File: config.mk
export PLATFORM = sky130hd
export DESIGN_NAME = usr_shift_reg
export DESIGN_NICKNAME = d
export VERILOG_FILES = /design/src/rtl/usr_shift_reg.sv
export SDC_FILE = /design/constraint.sdc
export NUM_CORES = 1
export LEC_CHECK = 0
export BUFFER_PORTS_ARGS = -buffer_cell sky130_fd_sc_hd__buf_4
export CAP_MARGIN = 20
export CORE_UTILIZATION = 50
export CTS_BUF_LIST = sky130_fd_sc_hd__clkbuf_8
export DETAILED_ROUTE_END_ITERATION = 7
export PLACE_DENSITY = 0.83
export RECOVER_POWER = 50
export SLEW_MARGIN = 20
export SYNTH_ARGS = -nofsm -noshare
export SYNTH_HDL_FRONTEND = slang
export SYNTH_SLANG_ARGS = --single-unit
File: constraint.sdc
create_clock -name clk -period 3.44 [get_ports clk]
set_input_delay 0.344 -clock clk [delete_from_list [all_inputs] [get_ports clk]]
set_output_delay 0.344 -clock clk [all_outputs]
set_load 0.01 [all_outputs]
File: src/rtl/usr_shift_reg.sv
// usr_shift_reg: parametrised universal shift register.
// Shifts right or left, with optional rotation, or loads a parallel word.
// A shift counter tracks progress through a WIDTH-bit frame and raises a
// registered one-cycle frame_done pulse on the shift that completes it.
module usr_shift_reg #(
   parameter  int unsigned WIDTH = 8,
   localparam int unsigned CNT_W = $clog2(WIDTH)
) (
   input  logic             clk,
   input  logic             rst,
   input  logic             en,
   input  logic [1:0]       mode,
   input  logic             rotate,
   input  logic             serial_in_r,
   input  logic             serial_in_l,
   input  logic [WIDTH-1:0] par_in,
   output logic             serial_out_r,
   output logic             serial_out_l,
   output logic [WIDTH-1:0] par_out,
   output logic [CNT_W-1:0] shift_cnt,
   output logic             frame_done
);

   localparam logic [1:0] MODE_HOLD  = 2'b00;
   localparam logic [1:0] MODE_RIGHT = 2'b01;
   localparam logic [1:0] MODE_LEFT  = 2'b10;
   localparam logic [1:0] MODE_LOAD  = 2'b11;

   localparam logic [CNT_W-1:0] CNT_LAST = CNT_W'(WIDTH - 1);

   logic [WIDTH-1:0] q_q,    q_d;
   logic [CNT_W-1:0] cnt_q,  cnt_d;
   logic             done_q, done_d;
   logic             shifting;

   // Next-state selection: data path, frame counter and frame pulse.
   always_comb begin
      q_d      = q_q;
      cnt_d    = cnt_q;
      done_d   = 1'b0;
      shifting = 1'b0;
      if (en) begin
         case (mode)
            MODE_RIGHT: begin
               q_d      = {(rotate ? q_q[0] : serial_in_r), q_q[WIDTH-1:1]};
               shifting = 1'b1;
            end
            MODE_LEFT: begin
               q_d      = {q_q[WIDTH-2:0], (rotate ? q_q[WIDTH-1] : serial_in_l)};
               shifting = 1'b1;
            end
            MODE_LOAD: begin
               q_d   = par_in;
               cnt_d = '0;
            end
            MODE_HOLD: ;
            default: ;
         endcase
         // Any shift, either direction, advances the frame; the last one wraps.
         if (shifting) begin
            if (cnt_q == CNT_LAST) begin
               cnt_d  = '0;
               done_d = 1'b1;
            end else begin
               cnt_d = cnt_q + CNT_W'(1);
            end
         end
      end
   end

   // State registers with asynchronous active-low clear.
   always_ff @(posedge clk or negedge rst) begin
      if (!rst) begin
         q_q    <= '0;
         cnt_q  <= '0;
         done_q <= 1'b0;
      end else begin
         q_q    <= q_d;
         cnt_q  <= cnt_d;
         done_q <= done_d;
      end
   end

   assign serial_out_r = q_q[0];
   assign serial_out_l = q_q[WIDTH-1];
   assign par_out      = q_q;
   assign shift_cnt    = cnt_q;
   assign frame_done   = done_q;

endmodule

Word-level counts from Yosys, hierarchy flattened
Cells that the tools add are included.
{"block": "totals", "inputBits": 16, "regBits": 12, "wordCells": 24, "out_inout_bits": 14}
{"block": "classes", "mux": 11, "addsub": 1, "n_reduce_logical": 5, "eq_ne": 4}
{"operator": "8-bit case mux with 3 select lines", "count": 1}
{"operator": "3-bit two-way mux", "count": 3}
{"operator": "1-bit two-way mux", "count": 7}
{"operator": "2-bit == test, second input constant", "count": 2}
{"operator": "2-bit AND reduction", "count": 2}
{"operator": "3-bit by 1-bit adder with 3-bit output, second input constant", "count": 1}
{"operator": "3-bit == test, second input constant", "count": 1}
{"operator": "3-bit nonzero test", "count": 1}
{"operator": "2-bit by 1-bit == test with 1-bit output, second input constant", "count": 1}
{"operator": "2-bit nonzero test", "count": 1}
{"operator": "2-bit OR reduction", "count": 1}

Logic depth before layout (Yosys ltp)
{"block": "depth", "word_depth": 6, "mapped_depth": 7, "mapped_depth_nobuf": 5}

Worst setup path before layout
Ideal clock, no wire load.
{"block": "synth_timing", "path_type": "register -> register", "startpoint": "register cnt_q[0] (netlist: shift_cnt[0])", "endpoint": "register cnt_q[0] (netlist: shift_cnt[0])", "stages_incl_launch_ff": 5, "arrival_time_ns": 1.170, "slack_ns": 2.206, "n_path_buf": 0, "required_time_ns": 3.376, "synth_period_minus_slack_ns": 1.234, "setup_time_ns": 0.064, "path_cell_list": "dfrtp_1 -> ha_1 -> ha_1 -> nor4b_1 -> a21o_1"}
{"block": "synth_between", "elab_chain_len": 3, "word_cells_on_any_way": 4, "classes_between": "add/sub (1); eq/ne (1); mux (2)"}
{"element": "start, declared", "line": "32", "rtl": "logic [CNT_W-1:0] cnt_q, cnt_d;"}
{"element": "start signal, assigned", "line": "79", "rtl": "cnt_q <= cnt_d;"}
{"element": "3-bit by 1-bit adder with 3-bit output or 3-bit == test (tied branches)", "line": "65, 61"}
{"element": "3-bit two-way mux *", "line": "61", "rtl": "if (cnt_q == CNT_LAST) begin"}
{"element": "3-bit two-way mux *", "line": "60", "rtl": "if (shifting) begin"}
Mark *: on every way between the ends. The rest lies on a longest branch, timed or not.
A chain may end at the register's enable or synchronous reset.

Worst setup path after layout
{"block": "layout_timing", "startpoint": "input port mode[0]", "endpoint": "register q_q[4] (netlist: par_out[4])"}
{"block": "layout_between", "elab_chain_len": 3, "word_cells_on_any_way": 6, "classes_between": "eq/ne (3); mux (1); reduce/logical (2)"}
{"element": "start, declared", "line": "12", "rtl": "input logic [1:0] mode,"}
{"element": "2-bit == test or 2-bit by 1-bit == test with 1-bit output (tied branches)", "line": "43", "rtl": "case (mode)"}
{"element": "3-bit nonzero test (no line)"}
{"element": "2-bit AND reduction (no line)"}
{"element": "end signal, assigned", "line": "78", "rtl": "q_q <= q_d;"}
{"element": "end, declared", "line": "31", "rtl": "logic [WIDTH-1:0] q_q, q_d;"}
Several ways; a longest one is shown, not always the timed one.

==> flow_summary.json <==
{
  "rows": 13,
  "report.final.setup_viol": 0,
  "antenna_violating_nets_post_route": 0,
  "cts_repair_resize_count": 0,
  "dp_cells": 109,
  "met2RoutedLength_um": 720,
  "wl_met3_um": 122,
  "track_usage_pct": 24.3,
  "cp_max_fo": 16,
  "yosys.area.top_type": "dfrtp_1",
  "timing.reg2reg.worst_path_depth": 4,
  "min_delay_worst_endpoint": "frame_done",
  "syn_area_per_cell_um2": 9.92,
  "stdcell_count": 114,
  "synth-async-reset-ratio_pct": 100,
  "setup.worst_path.start_class": "input port",
  "kind_of_capture_point_of_the_worst_setup_path": "register",
  "postCtsSetupRepairBufs": 0,
  "slew_violations": 0,
  "routed-via-count": 634,
  "h-tree-depth": 1,
  "setup.reg_to_reg.worst_slack_ps": 2170,
  "starting_density_pct": 54.1,
  "globalRouteOverflowTotal": 0,
  "drcViolationCount": 0,
  "clockRootBuffer": "clkbuf_8",
  "synth.top_cells.by_count": "12 x dfrtp_1, 12 x nand2_1, 7 x nor2_1",
  "setup_repair_after_global_routing_missed_its_margin": "false",
  "num_io_pins": 30,
  "power_leakage_nw": 0.451,
  "peakVddDrop_mv": 0.268,
  "drive_gt1_share_pct": 32.3,
  "die_x_um": 39.5,
  "cts-buffers-inserted": 3,
  "totalWireLength_mm": 1.53,
  "grt_antenna_before_repair": 0,
  "clock_sinks": 12,
  "post-dp-hpwl_mm": 1.11,
  "critPathRequiredTime_ps": 3510,
  "finalHoldViolations": 0,
  "clock_tree.buffer_depth": 2,
  "placement_stage_worst_setup_slack_ps": 1660,
  "grt_pass1_vias": 543,
  "total_negative_setup_slack_ps": 0,
  "gpl.final_weighted_congestion": 0.757,
  "syn_to_final_growth_pct": 30.6,
  "final_core_utilization_pct": 70.7,
  "fin_ws_ps": 1890,
  "core_region_area_um2": 1300,
  "hold_path_depth": 2,
  "ys_top_cells_by_area": "dfrtp_1 43%, ha_1 8.9%, a22oi_1 6.4%",
  "die_area_um2": 1560,
  "tritoncts": "built",
  "synth_area_um2": 704,
  "postSynthRegisterBits": 12,
  "yosysWarnings": 0,
  "clk_pin_slew_ps": 50,
  "yosys.area.top_type_share_pct": 42.6,
  "r2r-start": "shift_cnt[0]",
  "min-delay-path-class": "input port to register",
  "wire_per_inst_um": 13.4,
  "clock_insertion_delay_worst_skew_ps": 240,
  "place.port_buffers": 29,
  "power_density_nw_per_um2": 518,
  "syn_nets": 92,
  "crit-reg2reg-capture": "shift_cnt[0]",
  "synth_cell_types": 23,
  "avgViaCountPerCell": 5.56,
  "synth_enable_flop_cells": 0,
  "outcome": "completed",
  "min-delay-start": "en",
  "highest_layer_used_for_signal_routing": "met4",
  "grt_start_max_net_pins": 17,
  "fmaxAchievable_ghz": 0.646,
  "syn_inst": 71,
  "timing_worst_slew_pin_value_ps": 976,
  "drtPass1Iterations": 4,
  "criticalPathCategory": "input port to register",
  "design.final.nets": 121,
  "postCtsHoldBufs": 1,
  "grt_first_pass_wirelength_mm": 2.41,
  "finClkSkew_ps": 0.297,
  "final_critical_delay_including_setup_and_external_delays_ps": 1550,
  "drv.max_cap_violation_count": 0,
  "m1WireLength_um": 649,
  "fin_crit_sh_pct": 45.0,
  "seq_area_frac_synth_pct": 42.6,
  "synth_ff_type": "dfrtp_1",
  "critPathArrivalTime_ps": 1620,
  "die_y_um": 39.5,
  "insertedDiodeCount": 0,
  "worst_rel_slew_slack_pct": 34.8,
  "timing.hold.ws_ps": 402,
  "first_iter_violations": 16
}
==> cell type report <==
| class | instances | area (um2) |
|---|---|---|
| clock buffer | 4 | 55.1 |
| multi-input combinational | 51 | 340 |
| sequential | 12 | 300 |
| inverter | 2 | 7.51 |
| timing repair buffer | 30 | 198 |
| fill | 109 | 382 |
| tap | 15 | 18.8 |
==> flip-flops by register name (all words and copies together), names as in the netlist <==
register	cells
shift_cnt	3
frame_done	1
par_out	8
==> metal layers <==
| metal | GRT usage (%) | vias up |
|---|---|---|
| met3 | 6.82 | 4 |
| met1 | 32.0 | 294 |
| li1 | - | 306 |
| met2 | 35.2 | 30 |
| met4 | 12.9 | 0 |
| met5 | 0 | - |
==> worst max-delay path, stage by stage <==
cell     delay (ps)
buf_4            80
inv_1            50
ha_1            200
nor2b_1         750
a31oi_1         190
==> cell families (layout without fill, tap and decap cells) <==
kind of cell / count (synthesis) / count (layout) / share of synthesized area (%)
buffers and inverters: 8 / 36 / 9.06
adder cells (fa/ha/maj): 5 / 5 / 8.88
AND/OR/NAND/NOR: 27 / 27 / 18.1
multiplexers: 2 / 2 / 3.20
flip-flops: 12 / 12 / 42.6
AO/OA/AOI/OAI: 17 / 17 / 18.1
==> how the worst max path moves through the flow <==
stage | start | to | slack [ps] | cells after the start
4_1_cts | mode[0] | par_out[4] | 1920 | 5
3_5_place_dp | mode[0] | par_out[4] | 1660 | 5
3_3_place_gp | mode[0] | par_out[4] | 1680 | 5
5_1_grt | mode[0] | par_out[3] | 1810 | 5
6_report | mode[0] | par_out[4] | 1890 | 5
2_1_floorplan | shift_cnt[0] | shift_cnt[0] | 2210 | 4
==> power breakdown <==
part	leakage [nW]	total (mW)	internal, mW	switching (mW)
combinational	0.280	0.127	0.0637	0.0635
sequential	0.142	0.193	0.166	0.0272
clock	0.0288	0.156	0.101	0.0551
==> cells in the final DEF (no fill, tap or decap), types with 2 or more instances in the layout <==
| cell type | netlist | final |
|---|---|---|
| a22oi_1 | 6 | 6 |
| a31oi_1 | 6 | 6 |
| buf_4 | 4 | 21 |
| clkbuf_1 | 0 | 8 |
| clkbuf_8 | 0 | 4 |
| dfrtp_1 | 12 | 12 |
| ha_1 | 5 | 5 |
| inv_1 | 2 | 2 |
| mux2_2 | 2 | 2 |
| nand2_1 | 12 | 12 |
| nand3_1 | 2 | 2 |
| nor2_1 | 7 | 7 |
==> metrics by stage <==
stage               power, mW  area (um2)
global route            0.504         920
floorplan               0.268         704
finish                  0.476         920
global placement        0.328         885
detailed placement      0.332         885
CTS                     0.490         950
Power figures use the tool's default switching activity.
